<file path="src/rtl/com_rx.sv">
// com link receiver: 8N1 deserialiser plus AA 55 framed-packet parser.
// Good payloads are buffered and streamed out; bad frames raise error pulses.
module com_rx #(
   parameter int BAUD_DIV = 16,
   parameter int MAX_LEN  = 64
) (
   input  logic       clk,
   input  logic       rst,
   input  logic       rx,
   output logic [7:0] odata,
   output logic       ovalid,
   output logic       olast,
   input  logic       oready,
   output logic       frame_ok,
   output logic       err_chk,
   output logic       err_len,
   output logic       err_stop,
   output logic       err_ovf
);

   localparam int CW = $clog2(BAUD_DIV);
   localparam int AW = (MAX_LEN > 1) ? $clog2(MAX_LEN) : 1;
   localparam logic [CW-1:0] HALF = CW'(BAUD_DIV / 2 - 1);
   localparam logic [CW-1:0] FULL = CW'(BAUD_DIV - 1);
   localparam logic [7:0] MAXL = 8'(MAX_LEN);

   typedef enum logic [1:0] {
      B_IDLE,
      B_START,
      B_DATA,
      B_STOP
   } bstate_t;

   typedef enum logic [2:0] {
      F_H0,
      F_H1,
      F_LEN,
      F_PAY,
      F_CHK,
      F_DRAIN
   } fstate_t;

   logic          rx_m;
   logic          rx_s;
   logic          rx_d;
   bstate_t       bs;
   bstate_t       bs_nx;
   logic [CW-1:0] cnt;
   logic [2:0]    bit_idx;
   logic [7:0]    shreg;
   logic          byte_stb;
   logic          tick;

   fstate_t       fs;
   fstate_t       fs_nx;
   logic [7:0]    len;
   logic [7:0]    sum;
   logic [7:0]    idx;
   logic [7:0]    rd;
   logic          last_rd;
   logic [7:0]    mem [MAX_LEN];

   // rx_d gives the previous synchronised level for edge detection
   always_ff @(posedge clk or negedge rst) begin
      if (!rst) begin
         rx_m <= 1'b1;
         rx_s <= 1'b1;
         rx_d <= 1'b1;
      end else begin
         rx_m <= rx;
         rx_s <= rx_m;
         rx_d <= rx_s;
      end
   end

   always_comb begin
      tick = (cnt == ((bs == B_START) ? HALF : FULL));
   end

   always_ff @(posedge clk or negedge rst) begin
      if (!rst) bs <= B_IDLE;
      else      bs <= bs_nx;
   end

   always_comb begin
      bs_nx = bs;
      unique case (bs)
         B_IDLE:  if (rx_d && !rx_s) bs_nx = B_START;
         B_START: if (tick) bs_nx = rx_s ? B_IDLE : B_DATA;
         B_DATA:  if (tick && bit_idx == 3'd7) bs_nx = B_STOP;
         B_STOP:  if (tick) bs_nx = B_IDLE;
         default: bs_nx = B_IDLE;
      endcase
   end

   always_ff @(posedge clk or negedge rst) begin
      if (!rst) begin
         cnt      <= '0;
         bit_idx  <= '0;
         shreg    <= '0;
         byte_stb <= 1'b0;
         err_stop <= 1'b0;
      end else begin
         byte_stb <= 1'b0;
         err_stop <= 1'b0;
         if (bs == B_IDLE || tick) cnt <= '0;
         else                      cnt <= cnt + 1'b1;
         if (bs == B_DATA && tick) begin
            shreg   <= {rx_s, shreg[7:1]};
            bit_idx <= bit_idx + 3'd1;
         end
         if (bs == B_STOP && tick) begin
            byte_stb <= rx_s;
            err_stop <= !rx_s;
         end
      end
   end

   always_ff @(posedge clk or negedge rst) begin
      if (!rst) fs <= F_H0;
      else      fs <= fs_nx;
   end

   always_comb begin
      fs_nx    = fs;
      frame_ok = 1'b0;
      err_chk  = 1'b0;
      err_len  = 1'b0;
      err_ovf  = 1'b0;
      ovalid   = (fs == F_DRAIN);
      last_rd  = (rd == len - 8'd1);
      olast    = ovalid && last_rd;
      odata    = ovalid ? mem[rd[AW-1:0]] : 8'd0;
      unique case (fs)
         F_H0: if (byte_stb && shreg == 8'hAA) fs_nx = F_H1;
         F_H1: begin
            if (byte_stb) begin
               if (shreg == 8'h55)      fs_nx = F_LEN;
               else if (shreg == 8'hAA) fs_nx = F_H1;
               else                     fs_nx = F_H0;
            end
         end
         F_LEN: begin
            if (byte_stb) begin
               if (shreg != 8'd0 && shreg <= MAXL) begin
                  fs_nx = F_PAY;
               end else begin
                  err_len = 1'b1;
                  fs_nx   = F_H0;
               end
            end
         end
         F_PAY: if (byte_stb && idx == len - 8'd1) fs_nx = F_CHK;
         F_CHK: begin
            if (byte_stb) begin
               if (shreg == sum) begin
                  frame_ok = 1'b1;
                  fs_nx    = F_DRAIN;
               end else begin
                  err_chk = 1'b1;
                  fs_nx   = F_H0;
               end
            end
         end
         F_DRAIN: begin
            err_ovf = byte_stb;
            if (oready && last_rd) fs_nx = F_H0;
         end
         default: fs_nx = F_H0;
      endcase
   end

   always_ff @(posedge clk or negedge rst) begin
      if (!rst) begin
         len <= '0;
         sum <= '0;
         idx <= '0;
         rd  <= '0;
      end else begin
         if (fs == F_LEN && byte_stb) begin
            len <= shreg;
            sum <= shreg;
            idx <= '0;
         end
         if (fs == F_PAY && byte_stb) begin
            sum <= sum + shreg;
            idx <= idx + 8'd1;
         end
         if (fs == F_CHK) rd <= '0;
         if (fs == F_DRAIN && oready) rd <= rd + 8'd1;
      end
   end

   // payload store is plain registers; no reset needed
   always_ff @(posedge clk) begin
      if (fs == F_PAY && byte_stb) mem[idx[AW-1:0]] <= shreg;
   end

endmodule

</file>
<file path="config.mk">
export PLATFORM = sky130hd
export DESIGN_NAME = com_rx
export DESIGN_NICKNAME = d
export VERILOG_FILES = /design/src/rtl/com_rx.sv
export SDC_FILE = /design/constraint.sdc
export NUM_CORES = 1
export LEC_CHECK = 0
export BUFFER_PORTS_ARGS = -buffer_cell sky130_fd_sc_hd__buf_2
export CAP_MARGIN = 40
export CORE_ASPECT_RATIO = 0.8
export CORE_MARGIN = 2
export CORE_UTILIZATION = 60
export CTS_CLUSTER_SIZE = 14
export DETAILED_ROUTE_END_ITERATION = 8
export GPL_TIMING_DRIVEN = 1
export HOLD_SLACK_MARGIN = 0.15
export PLACE_DENSITY = 0.72
export SYNTH_ARGS = -nofsm -noshare
export SYNTH_HDL_FRONTEND = slang
export SYNTH_SLANG_ARGS = --single-unit
</file>
<file path="constraint.sdc">
create_clock -name clk -period 4.5 [get_ports clk]
set_input_delay 0.225 -clock clk [delete_from_list [all_inputs] [get_ports clk]]
set_output_delay 0.225 -clock clk [all_outputs]
set_load 0.03 [all_outputs]
</file>
==> metrics.cfg, run 1 <==
[synth]
synth_area_leaders=edfxtp_1, mux4_2, dfrtp_1, nor2_1, mux2_2
synth_fa_ha_area_frac=0.007927
synth_area_um2=23040
async_flop_share=0.1002
synth_top_family_by_area=multiplexers
synth_ff_type=edfxtp_1
syn_avg_cell_area_um2=19.93
ys_ff_latch=569
synthSimpleGateAreaFrac=0.04105
synth-xor-area-share=0.01341
synth_compound_gate_area_share=0.02025
yosysTopAreaCellShare=0.6672
yosys-top-cells-count=edfxtp_1, mux4_2, nor2_1, dfrtp_1, nand2_1
synth_cells=1156
synth_nets=1174
yosys_warnings=0
synthMuxAreaShare=0.1737
ys_seq_area_frac=0.7293
synth.distinct_cells=54
synth_edf_count=512
synth_top_area_cell=edfxtp_1
synth.most_common_cell=edfxtp_1

[sta]
hold_violations=0
skew_ns=0.01820
slew_headroom=0.4007
finalMaxSlewViolations=0
max_clock_freq_mhz=243.9
setup-tns-final_ns=0
fin_crit_sh=0.9112
tightest_slew_ns=0.8956
fin_crit_ns=4.100
setup_viol=0
rsz0062_at_grt=false

[setup_path]
crit_path_max_fanout=31
cp.required_ns=4.28
critPathKind=reg2out
start_kind=register
end_kind=output pin
arrival_ns=3.88

[final_layout]
drive_gt1_frac=0.2781
syn_to_final_growth_pct=11.85
final_cells=1776
nFillCells=2375
layout.nets=1254
post-route-util=0.6776

[place]
globalplace.congestion=0.8069
numPortBuffers=18
dp_hpwl_mm=31.04
dpl.cell_count=1673

[cts]
cts_tree=yes
cts_buffer_depth=3
cts_setup_buffers=0
cts_resized=0
clk_latency_ns=0.60
cts_buffers=53
h-tree-depth=2
clock-sinks=569
cts.reportedPaths.clkPinSlew_ns=0.06
cts_root_buffer=clkbuf_16

[global_route]
grt_usage=0.2574
grt_max_degree=73
grt_pass1_vias=11480
grt_pass1_wl_mm=74.01
grt_overflow=0
antenna_found_initial=2

[power]
vdd_drop_max_v=0.0003658
leakage_nw=8.706
p_per_area_nw_per_um2=458.3

[drt]
routed_wl_mm=49.62
vias_per_cell=6.483
postRouteAntennaNets=0
drtIter0Drc=1182
drc=0
wl_per_cell_um=27.94
dr.pass1.iters=5
num_vias=11510

[floorplanning]
initial_utilization=0.6058
io_pins=19
die_h_um=179.3
die-width_um=223.1
rows=64
core_area_um2=38040
die_area_um2=40000

[status]
outcome=completed

[run]
max-cap-violations=0

[worst_hold_path]
hold_class=in2reg

==> layer usage <==
layer	GRT usage	up-vias	routed length, um
met2	0.3987	484	23520
met3	0.04589	82	3983
met1	0.3850	6083	20910
met4	0.07411	0	1203
met5	0	-	0
li1	-	4865	-
==> per-stage QoR <==
stage	total power [W]	cell area [um2]	setup WS [ns]	hold WS, ns
CTS	0.01192	25770	0.3412	0.2454
floorplan	0.007230	23040	1.602	-0.07059
global placement	0.007627	23820	0.9766	0.3384
finish	0.01181	25770	0.3998	0.2959
detailed placement	0.007663	24090	0.9738	0.3332
global route	0.01223	25770	0.2292	0.2913
==> where the power goes <==
| part | total, W | internal [W] | switching [W] | leakage, nW |
|---|---|---|---|---|
| logic | 0.00148 | 0.000732 | 0.000744 | 2.17 |
| clock network | 0.00428 | 0.00240 | 0.00188 | 0.814 |
| registers | 0.00605 | 0.00579 | 0.000262 | 5.72 |
| total | 0.0118 | 0.00892 | 0.00289 | 8.71 |
==> state kept, by name, indices dropped and copies added, names as in the netlist, 3 cells and up, named ones only <==
| signal | count |
|---|---|
| bit_idx | 3 |
| shreg | 8 |
| cnt | 4 |
| idx | 8 |
| fs | 3 |
| rd | 8 |
| sum | 8 |
| mem | 512 |
| len | 8 |
==> placed cells by master (no fill, tap or decap), types with 4 or more instances in the layout <==
cell / count
edfxtp_1: 512
mux4_2: 168
nor2_1: 96
buf_4: 58
clkbuf_16: 54
dfrtp_1: 43
nand2_1: 38
o21ai_0: 23
nand3_1: 18
buf_2: 18
xnor2_1: 16
inv_1: 15
mux2_2: 15
clkinv_1: 15
ha_1: 13
clkbuf_1: 11
nor3_1: 10
clkinv_2: 10
and2_1: 9
xor2_1: 9
a21oi_1: 9
dfrtp_2: 9
a22oi_1: 7
and3_1: 6
nor4_1: 6
a21o_1: 6
nor2b_1: 5
nand2b_1: 5
mux2i_1: 5
buf_12: 5
xnor3_1: 4
==> critical path, stage by stage, from the launching register on <==
cell and delay (ns):
dfrtp_4 0.86, buf_4 0.41, mux4_2 0.55, mux4_2 0.58, mux4_2 0.48, and2_1 0.18, buf_2 0.18
==> timing repair <==
item / in CTS / in global routing
hold buffers: 3 / 0
endpoints found under the hold margin: 59 / 0
endpoints found under the setup margin: 0 / 0
==> final timing paths <==
check                           startpoint  slack (ns)  cells after the start         end
worst min register to register        rx_m        0.36                      0        rx_s
worst max register to register       fs[0]        1.09                      6  mem[58][6]
max in group asynchronous              rst        3.62                      3       rd[1]
min in group asynchronous              rst        0.33                      3    err_stop
worst min-delay path                    rx        0.30                      2        rx_m
worst max-delay path                 rd[0]        0.40                      6    odata[3]
==> area by class of cell <==
| cell class | instances | area (um2) | area share |
|---|---|---|---|
| inverter | 15 | 56.30 | 0.002184 |
| sequential | 569 | 16820 | 0.6527 |
| tap | 495 | 619.3 | 0.02403 |
| clock buffer | 67 | 1414 | 0.05485 |
| antenna | 1 | 2.502 | 0.00009709 |
| timing repair buffer | 86 | 710.7 | 0.02757 |
| clock inverter | 32 | 241.5 | 0.009369 |
| multi-input combinational | 511 | 5907 | 0.2292 |
==> cells by family after synthesis <==
family | Yosys count
AND/OR/NAND/NOR | 208
AO/OA/AOI/OAI | 72
flip-flops | 569
multiplexers | 188
buffers and inverters | 76
adder cells (fa/ha/maj) | 14
XOR/XNOR | 29
(Power assumes the default switching activity.)
==> run 2, diff against run 1 <==
--- a/config.mk
+++ b/config.mk
@@ -14,6 +14,7 @@
 export DETAILED_ROUTE_END_ITERATION = 8
 export GPL_TIMING_DRIVEN = 1
 export HOLD_SLACK_MARGIN = 0.15
+export MAX_ROUTING_LAYER = met4
 export PLACE_DENSITY = 0.72
 export SYNTH_ARGS = -nofsm -noshare
 export SYNTH_HDL_FRONTEND = slang
==> constraint.sdc (replaced) <==
create_clock -name clk -period 4.5 [get_ports clk]
set_input_delay 0.45 -clock clk [delete_from_list [all_inputs] [get_ports clk]]
set_output_delay 0.45 -clock clk [all_outputs]
set_load 0.03 [all_outputs]
==> metrics.cfg, run 2 (synthesis gave the netlist of run 1 again) <==
[status]
outcome=completed

[power]
p_per_area_nw_per_um2=453.4  ; -1.1%
leakage_nw=8.569  ; -1.6%
vdd_drop_max_v=0.0003561  ; -2.7%

[setup_path]
critPathKind=reg2out
critPathTopFamily=multiplexers
crit_slowest_cell=mux4_2
cp.required_ns=4.05  ; -0.23 ns
cpMostUsedCell=mux4_2
crit_path_max_fanout=34  ; +9.7%
arrival_ns=3.65  ; -0.23 ns
start_kind=register
slowest_delay_ns=0.63  ; -0.23 ns
end_kind=output pin
path_cells=buf_4 > mux4_2 > mux4_2 > mux4_2 > and2_1 > buf_2
critical_path_buf_inv_count=2  ; unchanged

[global_route]
grt_usage=0.2637  ; +0.006330
grt_pass1_vias=11130  ; -3.0%
grt_overflow=0  ; unchanged
grt_max_degree=71  ; -2.7%
antenna_found_initial=0  ; -2
grt_pass1_wl_mm=73.51  ; -0.68%

[sta]
max_clock_freq_mhz=243.8  ; about the same
setup-tns-final_ns=0  ; unchanged
skew_ns=0.01566  ; -0.002547 ns
tightest_slew_ns=0.8525  ; -0.04308 ns
fin_crit_ns=4.101  ; +0.0007110 ns
hold_violations=0  ; unchanged
setup_viol=0  ; unchanged
finalMaxSlewViolations=0  ; unchanged
rsz0062_at_grt=false
slew_headroom=0.4296  ; +0.02882
fin_ws_ns=0.3991  ; -0.0007110 ns
fin_crit_sh=0.9113  ; about the same

[drt]
postRouteAntennaNets=0  ; unchanged
num_vias=11420  ; -0.84%
routed_wl_mm=49.25  ; -0.74%
vias_per_cell=6.502  ; +0.29%
wl_per_cell_um=28.05  ; +0.39%
drc=0  ; unchanged
drtIter0Drc=1299  ; +9.9%
dr.pass1.iters=5  ; unchanged

[run]
max-cap-violations=0  ; unchanged

[cts]
h-tree-depth=2  ; unchanged
cts_resized=0  ; unchanged
cts_tree=yes
cts_hold_buf=2  ; -1
clock-sinks=569  ; unchanged
cts_buffer_depth=3  ; unchanged
cts.reportedPaths.clkPinSlew_ns=0.06  ; about the same
cts_root_buffer=clkbuf_16
cts_buffers=52  ; -1.9%
clk_latency_ns=0.59  ; about the same
cts_setup_buffers=0  ; unchanged

[final_layout]
final_common_cell=edfxtp_1
seq_area_um2=16820  ; unchanged
largest_register_ffs=512  ; unchanged
layout.nets=1240  ; -1.1%
final_cell_mix=edfxtp_1, mux4_2, nor2_1, clkbuf_16, buf_4
antenna_cells=0  ; -1
post-route-util=0.6709  ; -0.006777
drive_gt1_frac=0.2688  ; -0.009291
multi_input_area_um2=5907  ; unchanged
syn_to_final_growth_pct=10.73
final_cell_area_um2=25520  ; -1.0%
nFillCells=2387  ; +0.51%
final_cells=1756  ; -1.1%

[place]
dpl.cell_count=1660  ; -0.78%
dp_hpwl_mm=30.83  ; -0.68%
pre_cts_slack_ns=0.9472  ; -0.02658 ns
globalplace.congestion=0.8728  ; +8.2%
numPortBuffers=18  ; unchanged
place_area_um2=23940  ; -0.62%

[floorplanning]
die_area_um2=40000  ; unchanged
io_pins=19  ; unchanged
initial_utilization=0.6058  ; unchanged
die_h_um=179.3  ; unchanged
die-width_um=223.1  ; unchanged
rows=64  ; unchanged
core_area_um2=38040  ; unchanged

[worst_hold_path]
hold_class=in2reg

-- run 2: changes by cell type in the layout (fill, tap and decap cells not counted), moves of 2 or more --
cell	delta
clkbuf_1	+9
buf_4	-9
buf_16	-2
clkinv_1	-10
-- run 2: tightest hold or removal path: cells and delay by family --
kind / cells / cell delay (ns)
AND/OR/NAND/NOR: 3 / 0.21
buffers and inverters: 2 / 0.17
-- run 2: layout make-up --
type | instances | area share
clock inverter | 20 | 0.005933
tap | 495 | 0.02427
sequential | 569 | 0.6593
timing repair buffer | 73 | 0.02187
multi-input combinational | 511 | 0.2315
inverter | 15 | 0.002207
clock buffer | 73 | 0.05492
-- run 2: where the power goes --
group | total (W) | leakage (nW) | internal [W] | switching (W)
sequential | 0.00595 | 5.72 | 0.00579 | 0.000156
combinational | 0.00151 | 2.09 | 0.000686 | 0.000825
clock | 0.00411 | 0.765 | 0.00228 | 0.00183
-- run 2: routing by layer --
layer  GRT usage  up-vias  part of all wire
met2      0.3995      530              0.47
met1      0.3946     5987              0.43
li1            -     4832                 -
met5           -        -                 0
met4     0.05313        0             0.015
met3     0.03655       68             0.084
-- run 2: stage by stage --
step | power, W | hold WS (ns)
2_1_floorplan | 0.007230 | 0.1544
3_3_place_gp | 0.007588 | 0.3497
3_5_place_dp | 0.007603 | 0.3488
4_1_cts | 0.01166 | 0.2560
5_1_grt | 0.01197 | 0.3032
6_report | 0.01157 | 0.2785
-- run 2: path summary, 6_finish.rpt --
kind                         endpoint  startpoint  slack (ns)  cells after the start
max                          odata[1]       rd[0]        0.40                      6
min                             rd[1]      oready        0.28                      5
max reg2reg                mem[12][1]       fs[0]        1.29                      8
min reg2reg                      rx_s        rx_m        0.36                      0
max in group asynchronous       rd[1]         rst        3.38                      3
min in group asynchronous    byte_stb         rst        0.55                      3
==> run 3, diff against run 2 <==
--- a/config.mk
+++ b/config.mk
@@ -10,6 +10,7 @@
 export CORE_ASPECT_RATIO = 0.8
 export CORE_MARGIN = 2
 export CORE_UTILIZATION = 60
+export CTS_BUF_LIST = sky130_fd_sc_hd__clkbuf_2
 export CTS_CLUSTER_SIZE = 14
 export DETAILED_ROUTE_END_ITERATION = 8
 export GPL_TIMING_DRIVEN = 1
==> metrics.cfg, run 3 (synthesis gave the netlist of run 1 again) <==
[status]
outcome=completed

[floorplanning]
core_area_um2=38040  ; unchanged
die_area_um2=40000  ; unchanged
initial_utilization=0.6058  ; unchanged
die-width_um=223.1  ; unchanged
io_pins=19  ; unchanged
die_h_um=179.3  ; unchanged
rows=64  ; unchanged

[setup_path]
worstRegToRegCells=8  ; unchanged
end_kind=output pin
r2r-start=fs[0]
critPathKind=reg2out
cp.required_ns=4.05  ; about the same
arrival_ns=3.90  ; +0.25 ns
r2r_slack_ns=1.23  ; -0.06 ns
reg2reg_to=mem[12][3]
crit_path_max_fanout=15  ; -56%
start_kind=register

[drt]
routed_wl_mm=51.39  ; +4.3%
drtIter0Drc=1521  ; +17%
num_vias=12080  ; +5.8%
drc=0  ; unchanged
wl_per_cell_um=26.89  ; -4.1%
postRouteAntennaNets=0  ; unchanged
dr.pass1.iters=8  ; +3
vias_per_cell=6.321  ; -2.8%

[power]
p_per_area_nw_per_um2=438.3  ; -3.3%
vdd_drop_max_v=0.0002927  ; -18%
clockPowerShare=0.312  ; -0.043
total_power_w=0.01120  ; -3.2%
p_sw_w=0.003045  ; +8.5%
seqPwrFrac=0.530  ; +0.016
combPwrFrac=0.158  ; +0.027
sw_frac_of_total=0.2720  ; +0.02929
p_int_w=0.008151  ; -7.0%
leakage_nw=8.886  ; +3.7%

[sta]
fin_crit_sh=0.9662  ; +0.05486
worst_hold_slack_ns=0.3584  ; +0.07987 ns
finalMaxSlewViolations=0  ; unchanged
skew_ns=0.06017  ; +0.04451 ns
rsz0062_at_grt=true
tightest_slew_ns=0.8947  ; +0.04223 ns
setup_viol=0  ; unchanged
max_clock_freq_mhz=230.0  ; -5.7%
slew_headroom=0.4013  ; -0.02825
hold_violations=0  ; unchanged
fin_crit_ns=4.348  ; +0.2469 ns

[final_layout]
post-route-util=0.6715  ; about the same
final_cell_area_um2=25540  ; about the same
drive_gt1_frac=0.3435  ; +0.07463
final_cell_mix=edfxtp_1, clkbuf_2, mux4_2, nor2_1, buf_4
layout.nets=1340  ; +8.1%
final_cells=1911  ; +8.8%
syn_to_final_growth_pct=10.84  ; about the same
final_common_cell=edfxtp_1
largest_register_ffs=512  ; unchanged

[place]
globalplace.congestion=0.8728  ; unchanged
numPortBuffers=18  ; unchanged
place_area_um2=23940  ; unchanged
dp_hpwl_mm=30.83  ; unchanged
dpl.cell_count=1660  ; unchanged

[run]
max-cap-violations=0  ; unchanged

[global_route]
grt_usage=0.2743  ; +0.01066
grt_max_degree=71  ; unchanged
grt_pass1_vias=11980  ; +7.7%
grt_pass1_wl_mm=76.00  ; +3.4%
antenna_found_initial=1  ; +1
grt_overflow=0  ; unchanged

[cts]
cts.reportedPaths.clkPinSlew_ns=0.08  ; +0.02 ns
h-tree-depth=4  ; +2
clock-sinks=569  ; unchanged
cts_buffer_depth=3  ; unchanged
cts_root_buffer=clkbuf_2
clk_latency_ns=1.07  ; +0.48 ns
cts_tree=yes
cts_buffers=136  ; +160%

[worst_hold_path]
hold_class=in2reg
hp-start=oready
holdPathEnd=rd[1]
holdPathStages=6  ; +1

run 3: cell types whose count changed in the layout (fill, tap and decap cells not counted), sizes merged:
cell | previous run | this run
inv | 17 | 20
bufinv | 2 | 7
dlygate4sd3 | 2 | 5
clkinv | 16 | 31
clkinvlp | 0 | 1
diode | 0 | 1
clkbuf | 73 | 189
buf | 71 | 82
run 3: repair_timing:
item	in CTS	in global routing
gates cloned	2	2
setup buffers	2	8
gates resized for setup	6	2
pin swaps	0	0
setup endpoints to repair	8	8
endpoints found under the hold margin	68	0
hold buffers	5	0
run 3: worst max path at each step:
stage,from,to,slack [ns],cells after the start
2_1_floorplan,shreg[6],frame_ok,1.38,4
3_3_place_gp,rd[0],odata[1],0.96,6
3_5_place_dp,rd[0],odata[1],0.95,6
4_1_cts,rd[0],odata[4],0.003,7
5_1_grt,rd[0],odata[4],-0.03,7
6_report,rd[0],odata[7],0.15,7
run 3: area by class of cell:
cell class / count / area [um2]
Sequential cell: 569 / 16820
Fill cell: 2474 / 12490
Multi-Input combinational cell: 511 / 5907
Clock buffer: 187 / 935.9
Timing Repair Buffer: 89 / 838.3
Tap cell: 495 / 619.3
Clock inverter: 44 / 359.1
Inverter: 15 / 56.30
Antenna cell: 1 / 2.502
run 3: power by group through the flow:
| stage | sequential [W] | clock, W | combinational (W) |
|---|---|---|---|
| finish | 0.00593 | 0.00349 | 0.00177 |
| CTS | 0.00595 | 0.00357 | 0.00167 |
| global placement | 0.00605 | 0 | 0.00153 |
| detailed placement | 0.00606 | 0 | 0.00155 |
| global route | 0.00595 | 0.00384 | 0.00190 |
| floorplan | 0.00596 | 0 | 0.00127 |
run 3: through the flow:
| stage | setup WS [ns] | TNS, ns |
|---|---|---|
| 2_1_floorplan | 1.377 | 0 |
| 3_3_place_gp | 0.9551 | 0 |
| 3_5_place_dp | 0.9472 | 0 |
| 4_1_cts | 0.002739 | 0 |
| 5_1_grt | -0.02583 | -0.04513 |
| 6_report | 0.1522 | 0 |
run 3: layer usage:
layer  up-vias  wire (um)  global-route usage
met3        72       4853             0.06441
met1      6279      21430              0.3941
met5         -          0                   -
met4         0        636             0.06124
met2       608      24470              0.4098
li1       5120          -                   -
run 3: critical path, stage by stage (launching register included):
cell	delay, ns
dfrtp_4	0.54
buf_4	0.17
clkbuf_16	0.20
mux4_2	0.51
mux4_2	0.53
mux4_2	0.53
and2_1	0.18
buf_2	0.17
